`src/rtl/phase_timer_if.sv`:
```
// Control/status bundle between a controller FSM and the phase_timer.
// The controller (master) issues load strobes and pause; the timer (slave) reports status.
interface phase_timer_if #(
    parameter int W = 32
);
    logic         next_state_flag;
    logic [W-1:0] state_time;
    logic         timer_pause;
    logic         state_done;
    logic         done_pulse;
    logic [W-1:0] remaining;
    logic         running;
    logic         paused;

    modport master (
        output next_state_flag, state_time, timer_pause,
        input  state_done, done_pulse, remaining, running, paused
    );

    modport slave (
        input  next_state_flag, state_time, timer_pause,
        output state_done, done_pulse, remaining, running, paused
    );
endinterface

```
`src/rtl/phase_timer.sv`:
```
// Phase countdown timer with prescaler, pause and done strobe; all outputs are registered.
// Controller FSMs load a phase duration and watch state_done / done_pulse.
module phase_timer #(
    parameter int TICK_DIV = 1,
    parameter int W        = 32
) (
    input  logic            clk,
    input  logic            rst_n,
    phase_timer_if.slave    bus,
    output logic [1:0]      o_dbg_state
);
    // Load protocol: next_state_flag is a strobe sampled on every rising edge with no
    // back-pressure; state_time is only looked at when the strobe is high. A load always
    // wins over pause and expiry in the same cycle.

    typedef enum logic [1:0] {
        IDLE   = 2'd0,
        RUN    = 2'd1,
        PAUSED = 2'd2,
        DONE   = 2'd3
    } state_t;

    localparam logic [15:0] PRE_MAX = 16'(TICK_DIV - 1);

    state_t       r_state,     w_state_nxt;
    logic [W-1:0] r_remaining, w_rem_nxt;
    logic [15:0]  r_prescale,  w_pre_nxt;
    logic         r_done,      w_done_nxt;
    logic         r_pulse,     w_pulse_nxt;
    logic         r_running,   w_running_nxt;
    logic         r_paused,    w_paused_nxt;

    always_ff @(posedge clk or negedge rst_n) begin
        if (!rst_n) begin
            r_state     <= IDLE;
            r_remaining <= '0;
            r_prescale  <= '0;
            r_done      <= 1'b0;
            r_pulse     <= 1'b0;
            r_running   <= 1'b0;
            r_paused    <= 1'b0;
        end else begin
            r_state     <= w_state_nxt;
            r_remaining <= w_rem_nxt;
            r_prescale  <= w_pre_nxt;
            r_done      <= w_done_nxt;
            r_pulse     <= w_pulse_nxt;
            r_running   <= w_running_nxt;
            r_paused    <= w_paused_nxt;
        end
    end

    always_comb begin
        w_state_nxt = r_state;
        w_rem_nxt   = r_remaining;
        w_pre_nxt   = r_prescale;
        w_done_nxt  = r_done;
        w_pulse_nxt = 1'b0;

        if (bus.next_state_flag) begin
            w_pre_nxt = '0;
            if (bus.state_time != '0) begin
                w_state_nxt = RUN;
                w_rem_nxt   = bus.state_time;
                w_done_nxt  = 1'b0;
            end else begin
                w_state_nxt = DONE;
                w_rem_nxt   = '0;
                w_done_nxt  = 1'b1;
                w_pulse_nxt = 1'b1;
            end
        end else begin
            case (r_state)
                IDLE: ;
                RUN: begin
                    if (bus.timer_pause) begin
                        w_state_nxt = PAUSED;
                    end else if (r_prescale >= PRE_MAX) begin
                        w_pre_nxt = '0;
                        // Expiry on the 1->0 decrement; the count saturates at zero.
                        if (r_remaining <= W'(1)) begin
                            w_rem_nxt   = '0;
                            w_state_nxt = DONE;
                            w_done_nxt  = 1'b1;
                            w_pulse_nxt = 1'b1;
                        end else begin
                            w_rem_nxt = r_remaining - W'(1);
                        end
                    end else begin
                        w_pre_nxt = r_prescale + 16'd1;
                    end
                end
                PAUSED: begin
                    if (!bus.timer_pause) w_state_nxt = RUN;
                end
                DONE: begin
                    w_rem_nxt  = '0;
                    w_done_nxt = 1'b1;
                end
                default: begin
                    w_state_nxt = IDLE;
                    w_rem_nxt   = '0;
                    w_pre_nxt   = '0;
                    w_done_nxt  = 1'b0;
                end
            endcase
        end

        w_running_nxt = (w_state_nxt == RUN);
        w_paused_nxt  = (w_state_nxt == PAUSED);
    end

    assign bus.state_done = r_done;
    assign bus.done_pulse = r_pulse;
    assign bus.remaining  = r_remaining;
    assign bus.running    = r_running;
    assign bus.paused     = r_paused;
    assign o_dbg_state    = r_state;
endmodule

```
`src/flat_wrapper.sv`:
```
// flat-port wrapper written by rule: the top's interface ports become plain ports
module phase_timer_flat 
#(
    parameter int TICK_DIV = 1,
    parameter int W        = 32
)
  (clk, rst_n, o_dbg_state, bus_next_state_flag, bus_state_time, bus_timer_pause, bus_state_done, bus_done_pulse, bus_remaining, bus_running, bus_paused);
  phase_timer_if #(.W(W)) bus_i ();
  input  logic clk;
  input  logic rst_n;
  output logic [1:0] o_dbg_state;
  input wire logic [$bits(bus_i.next_state_flag)-1:0] bus_next_state_flag;
  input wire logic [$bits(bus_i.state_time)-1:0] bus_state_time;
  input wire logic [$bits(bus_i.timer_pause)-1:0] bus_timer_pause;
  output wire logic [$bits(bus_i.state_done)-1:0] bus_state_done;
  output wire logic [$bits(bus_i.done_pulse)-1:0] bus_done_pulse;
  output wire logic [$bits(bus_i.remaining)-1:0] bus_remaining;
  output wire logic [$bits(bus_i.running)-1:0] bus_running;
  output wire logic [$bits(bus_i.paused)-1:0] bus_paused;
  assign bus_i.next_state_flag = bus_next_state_flag;
  assign bus_i.state_time = bus_state_time;
  assign bus_i.timer_pause = bus_timer_pause;
  assign bus_state_done = bus_i.state_done;
  assign bus_done_pulse = bus_i.done_pulse;
  assign bus_remaining = bus_i.remaining;
  assign bus_running = bus_i.running;
  assign bus_paused = bus_i.paused;
  phase_timer #(.TICK_DIV(TICK_DIV), .W(W)) u_core (.clk(clk), .rst_n(rst_n), .bus(bus_i), .o_dbg_state(o_dbg_state));
endmodule
```
`config.mk`:
```
export PLATFORM = sky130hd
export DESIGN_NAME = phase_timer_flat
export DESIGN_NICKNAME = d
export VERILOG_FILES = /design/src/rtl/phase_timer_if.sv /design/src/rtl/phase_timer.sv /design/src/flat_wrapper.sv
export SDC_FILE = /design/constraint.sdc
export NUM_CORES = 1
export LEC_CHECK = 0
export ABC_AREA = 1
export BUFFER_PORTS_ARGS = -buffer_cell sky130_fd_sc_hd__buf_2
export CORE_MARGIN = 8
export CORE_UTILIZATION = 49
export DETAILED_ROUTE_END_ITERATION = 10
export GPL_ROUTABILITY_DRIVEN = 0
export PLACE_DENSITY = 0.78
export SLEW_MARGIN = 20
export SYNTH_ARGS = -nofsm -noshare
export SYNTH_HDL_FRONTEND = slang
export SYNTH_SLANG_ARGS = --single-unit
export TNS_END_PERCENT = 10
```
`constraint.sdc`:
```
create_clock -name clk -period 1.5 [get_ports clk]
set_input_delay 0.45 -clock clk [delete_from_list [all_inputs] [get_ports clk]]
set_output_delay 0.45 -clock clk [all_outputs]
set_load 0.02 [all_outputs]
```
==> summary.txt <==
STA
  – Final period utilization: 130%
  – Slew Limit Fails: 0
  – Clock skew after layout: 0.0148 ns
  – Max-slew headroom: 65.1%
  – Setup repair after global routing missed its margin: yes
  – WHS: 0.0954 ns
  – Hold Violations, Final: 0
  – Setup-violating endpoint count in the final report: 43
  – Upper clock frequency limit: between 0.5 and 0.6 GHz
  – Shortest period the worst path allows: 1.95 ns
  – Worst-Margin Slew: about 0.52 ns
  – Post-route setup slack: -0.454 ns

Critical path
  – Biggest fanout along the worst timing path: 5
  – Worst path top cell family by delay: simple AND/OR/NAND/NOR gates
  – Startpoint of the lowest-slack register-to-register path: u_core.bus.remaining[0]
  – Max stage delay cell, worst path: sky130_fd_sc_hd__dfrtp_2
  – Critical path class: reg -> reg
  – Crit path launch: u_core.bus.remaining[0]
  – Data arrival time of the critical path: 2.18 ns
  – Crit. End Element: register
  – Worst path cell trace: inv_2 > ha_4 > buf_4 > nand2_2 > nor2_4 > nand3_4 > nor3_1 > a21boi_1 > o21ai_1
  – Data required, critical path: 1.73 ns
  – CP bufs+invs: 2
  – Slowest stage delay, CP: 0.44 ns
  – CP Launch Type: register

Route
  – DRC violation count after routing: 0
  – Antenna viol nets, final: 0
  – Average wire per cell in the routed design: 20.7 µm
  – Via count normalized by instance count: between 6 and 7
  – Number of vias in the routed layout: 4320
  – Met3 Wirelength: 1680 µm
  – Met2 Wirelength: 6600 µm
  – Post-route met1 wirelength: 4740 µm
  – Sum of routed wire length over all layers: 14300 µm
  – First-pass iteration count of the detailed router: 7
  – 1st-iter DRT viols: about 640
  – Top routing layer in use: met4

Global routing
  – Pin count of the biggest net entering global routing: 39
  – Total GRT Usage: 27.7%
  – Leftover overflow at the end of global routing: 0
  – Initial antenna violation count: 0
  – Wire length of the first global-routing pass: 19200 µm
  – Number of global-route vias before repair: 4044

Clock tree
  – TritonCTS clock tree: yes
  – CTS buffer count: 5
  – CTS max path bufs: 2
  – Clk sinks: 38
  – Cell at the root of the clock tree: sky130_fd_sc_hd__clkbuf_8
  – Clock-pin slew reported for the worst setup and hold paths after clock tree synthesis: 0.09 ns
  – Total number of H-tree levels: 2
  – Clock latency reported for the late side of the worst-skew pair: 0.31 ns

Power
  – Leakage power of the design: 2.27 nW
  – IR drop worst, VDD: 1190 µV
  – Total power divided by cell area: 1850 mW/mm²

Floorplanning
  – Standard cell core area: 0.00578 mm²
  – Chip Height: 92.6 µm
  – Die area: 0.00857 mm²
  – Horizontal die dimension: around 90 µm
  – Core Rows: 28
  – Top-level port count: 74
  – Effective utilization at floorplan: between 40% and 50%

Placement
  – Total cell area at the placement stage: around 0.0041 mm²
  – Dpl ws: -0.520 ns
  – DP HPWL: about 7600 µm
  – IO buf count: 73
  – Post-placement cell count: roughly 670

Logic synthesis
  – Post-Syn Area: approximately 0.0029 mm²
  – Mean post-synth cell area: approximately 6.7 µm²
  – Total number of yosys warnings: 0
  – Fraction of synthesis flops using an asynchronous set or reset pin: between 90% and 100%
  – Primary flip-flop cell chosen by synthesis mapping: sky130_fd_sc_hd__dfrtp_1
  – Number of synthesized flops with an enable pin: 0
  – Synthesized netlist net count: 472
  – Cells after synthesis: ~430
  – Count of unique library cells instantiated by Yosys: 32
  – Register area share after synthesis: between 30% and 40%
  – Register bit total from synthesis: 38

Final layout
  – Number of diodes added for antenna fixing: 0
  – Synth-to-layout area growth: 64.1%
  – Share of layout cells above drive strength 1: 46.5%
  – Layout Cells excl Fill: 690
  – Design Area, Final: 0.00472 mm²
  – Nets: around 660

Outcome
  – Violations in the final reports: setup timing
  – Status: finished, violations left

Min path
  – Worst hold path type: in -> async

Job
  – Number of max-cap violations: 0
==> repair_timing <==
item	in CTS	in global routing
hold buffers	0	0
buffers inserted	5	4
gates cloned	4	1
setup endpoints to repair	40	43
pin swaps	13	21
resized for setup	45	54
==> per-stage QoR <==
step	total power, mW	TNS [ns]	util [%]
2_1_floorplan	4.34	-3.09	-
3_3_place_gp	6.34	-14.20	70.5
3_5_place_dp	6.50	-15.42	70.5
4_1_cts	7.79	-7.26	77.1
5_1_grt	9.18	-16.84	81.6
6_report	8.74	-12.46	81.6
==> cells in the mapped netlist (6+ instances only) <==
cell type | instances | area, µm²
sky130_fd_sc_hd__inv_1 | 41 | 154
sky130_fd_sc_hd__a31oi_1 | 28 | 175
sky130_fd_sc_hd__nor2_4 | 7 | 78.8
sky130_fd_sc_hd__dfrtp_1 | 38 | 951
sky130_fd_sc_hd__o21ai_0 | 8 | 40.0
sky130_fd_sc_hd__nand2_1 | 111 | 417
sky130_fd_sc_hd__nand3_1 | 32 | 160
sky130_fd_sc_hd__nand4_1 | 8 | 50.1
sky130_fd_sc_hd__nor2_2 | 6 | 37.5
sky130_fd_sc_hd__buf_2 | 6 | 30.0
sky130_fd_sc_hd__nor2_1 | 82 | 308
==> registers in the layout, summed over array words and instances (netlist names) <==
| name | count |
|---|---|
| u_core.bus.done_pulse | 1 |
| u_core.bus.paused | 1 |
| u_core.bus.remaining | 32 |
| u_core.bus.running | 1 |
| u_core.bus.state_done | 1 |
| u_core.o_dbg_state | 2 |
==> cells in the final DEF (no fill, tap or decap), types with 3 or more instances in the layout <==
cell type | synthesis | routed
sky130_fd_sc_hd__nand2_1 | 111 | 104
sky130_fd_sc_hd__buf_4 | 2 | 99
sky130_fd_sc_hd__nor2_1 | 82 | 69
sky130_fd_sc_hd__buf_2 | 6 | 68
sky130_fd_sc_hd__dfrtp_1 | 38 | 34
sky130_fd_sc_hd__inv_1 | 41 | 32
sky130_fd_sc_hd__a31oi_1 | 28 | 25
sky130_fd_sc_hd__nand3_1 | 32 | 20
sky130_fd_sc_hd__nor2_4 | 7 | 14
sky130_fd_sc_hd__buf_6 | 2 | 14
sky130_fd_sc_hd__nor2_2 | 6 | 13
sky130_fd_sc_hd__nand2_2 | 4 | 10
sky130_fd_sc_hd__nand3_2 | 2 | 9
sky130_fd_sc_hd__nand4_1 | 8 | 8
sky130_fd_sc_hd__inv_2 | 5 | 8
sky130_fd_sc_hd__nand3_4 | 1 | 6
sky130_fd_sc_hd__clkbuf_8 | 0 | 6
sky130_fd_sc_hd__inv_4 | 0 | 5
sky130_fd_sc_hd__or2_2 | 5 | 5
sky130_fd_sc_hd__o21bai_1 | 5 | 5
sky130_fd_sc_hd__o21ai_1 | 3 | 5
sky130_fd_sc_hd__xor2_1 | 5 | 5
sky130_fd_sc_hd__nor3_1 | 4 | 4
sky130_fd_sc_hd__nor4_1 | 5 | 4
sky130_fd_sc_hd__dfrtp_2 | 0 | 4
sky130_fd_sc_hd__o21ai_0 | 8 | 3
sky130_fd_sc_hd__o21ai_2 | 0 | 3
sky130_fd_sc_hd__xnor2_1 | 4 | 3
sky130_fd_sc_hd__ha_4 | 0 | 3
sky130_fd_sc_hd__buf_16 | 0 | 3
sky130_fd_sc_hd__buf_12 | 0 | 3
==> worst paths after layout <==
path                                                 end  slack [ns]  depth (start not counted)
min in group clk                 u_core.bus.remaining[5]        0.40                          3
worst min register to register     u_core.bus.state_done        0.57                          1
worst max register to register  u_core.bus.remaining[20]       -0.45                          9
max in group asynchronous       u_core.bus.remaining[19]        1.17                          2
worst min-delay path             u_core.bus.remaining[8]         0.1                          2
worst max-delay path            u_core.bus.remaining[20]       -0.45                          9
==> layout make-up <==
type	count	area, µm²
clock inverters	1	5.00
repair buffers	188	1410
inverters	46	190
clock buffers	7	86.3
multi-input cells	335	1980
flip-flops and latches	38	956
fillers	322	1060
well taps	75	93.8
==> where the power goes <==
| group | internal [mW] | switching [mW] | total (mW) |
|---|---|---|---|
| combinational | 2.59 | 3.52 | 6.10 |
| clock | 0.371 | 0.391 | 0.762 |
| sequential | 1.47 | 0.401 | 1.87 |
| total | 4.43 | 4.31 | 8.74 |
==> cell families after synthesis <==
logic type | after synthesis | synth area share, %
and+or+nand+nor | 267 | 41.6
buffers and inverters | 59 | 8.75
AOI/OAI and AO/OA | 53 | 11.6
DFF | 38 | 33.1
xor gates and xnor gates | 9 | 2.74
adders and majority gates | 5 | 2.18
==> routing by layer <==
metal  up-vias  global-route usage [%]
met1      1972                    30.7
met3       153                    6.39
met5         -                       0
li1       1780                       -
met4         0                    15.4
met2       415                    48.0
Power figures use the tool's default switching activity.
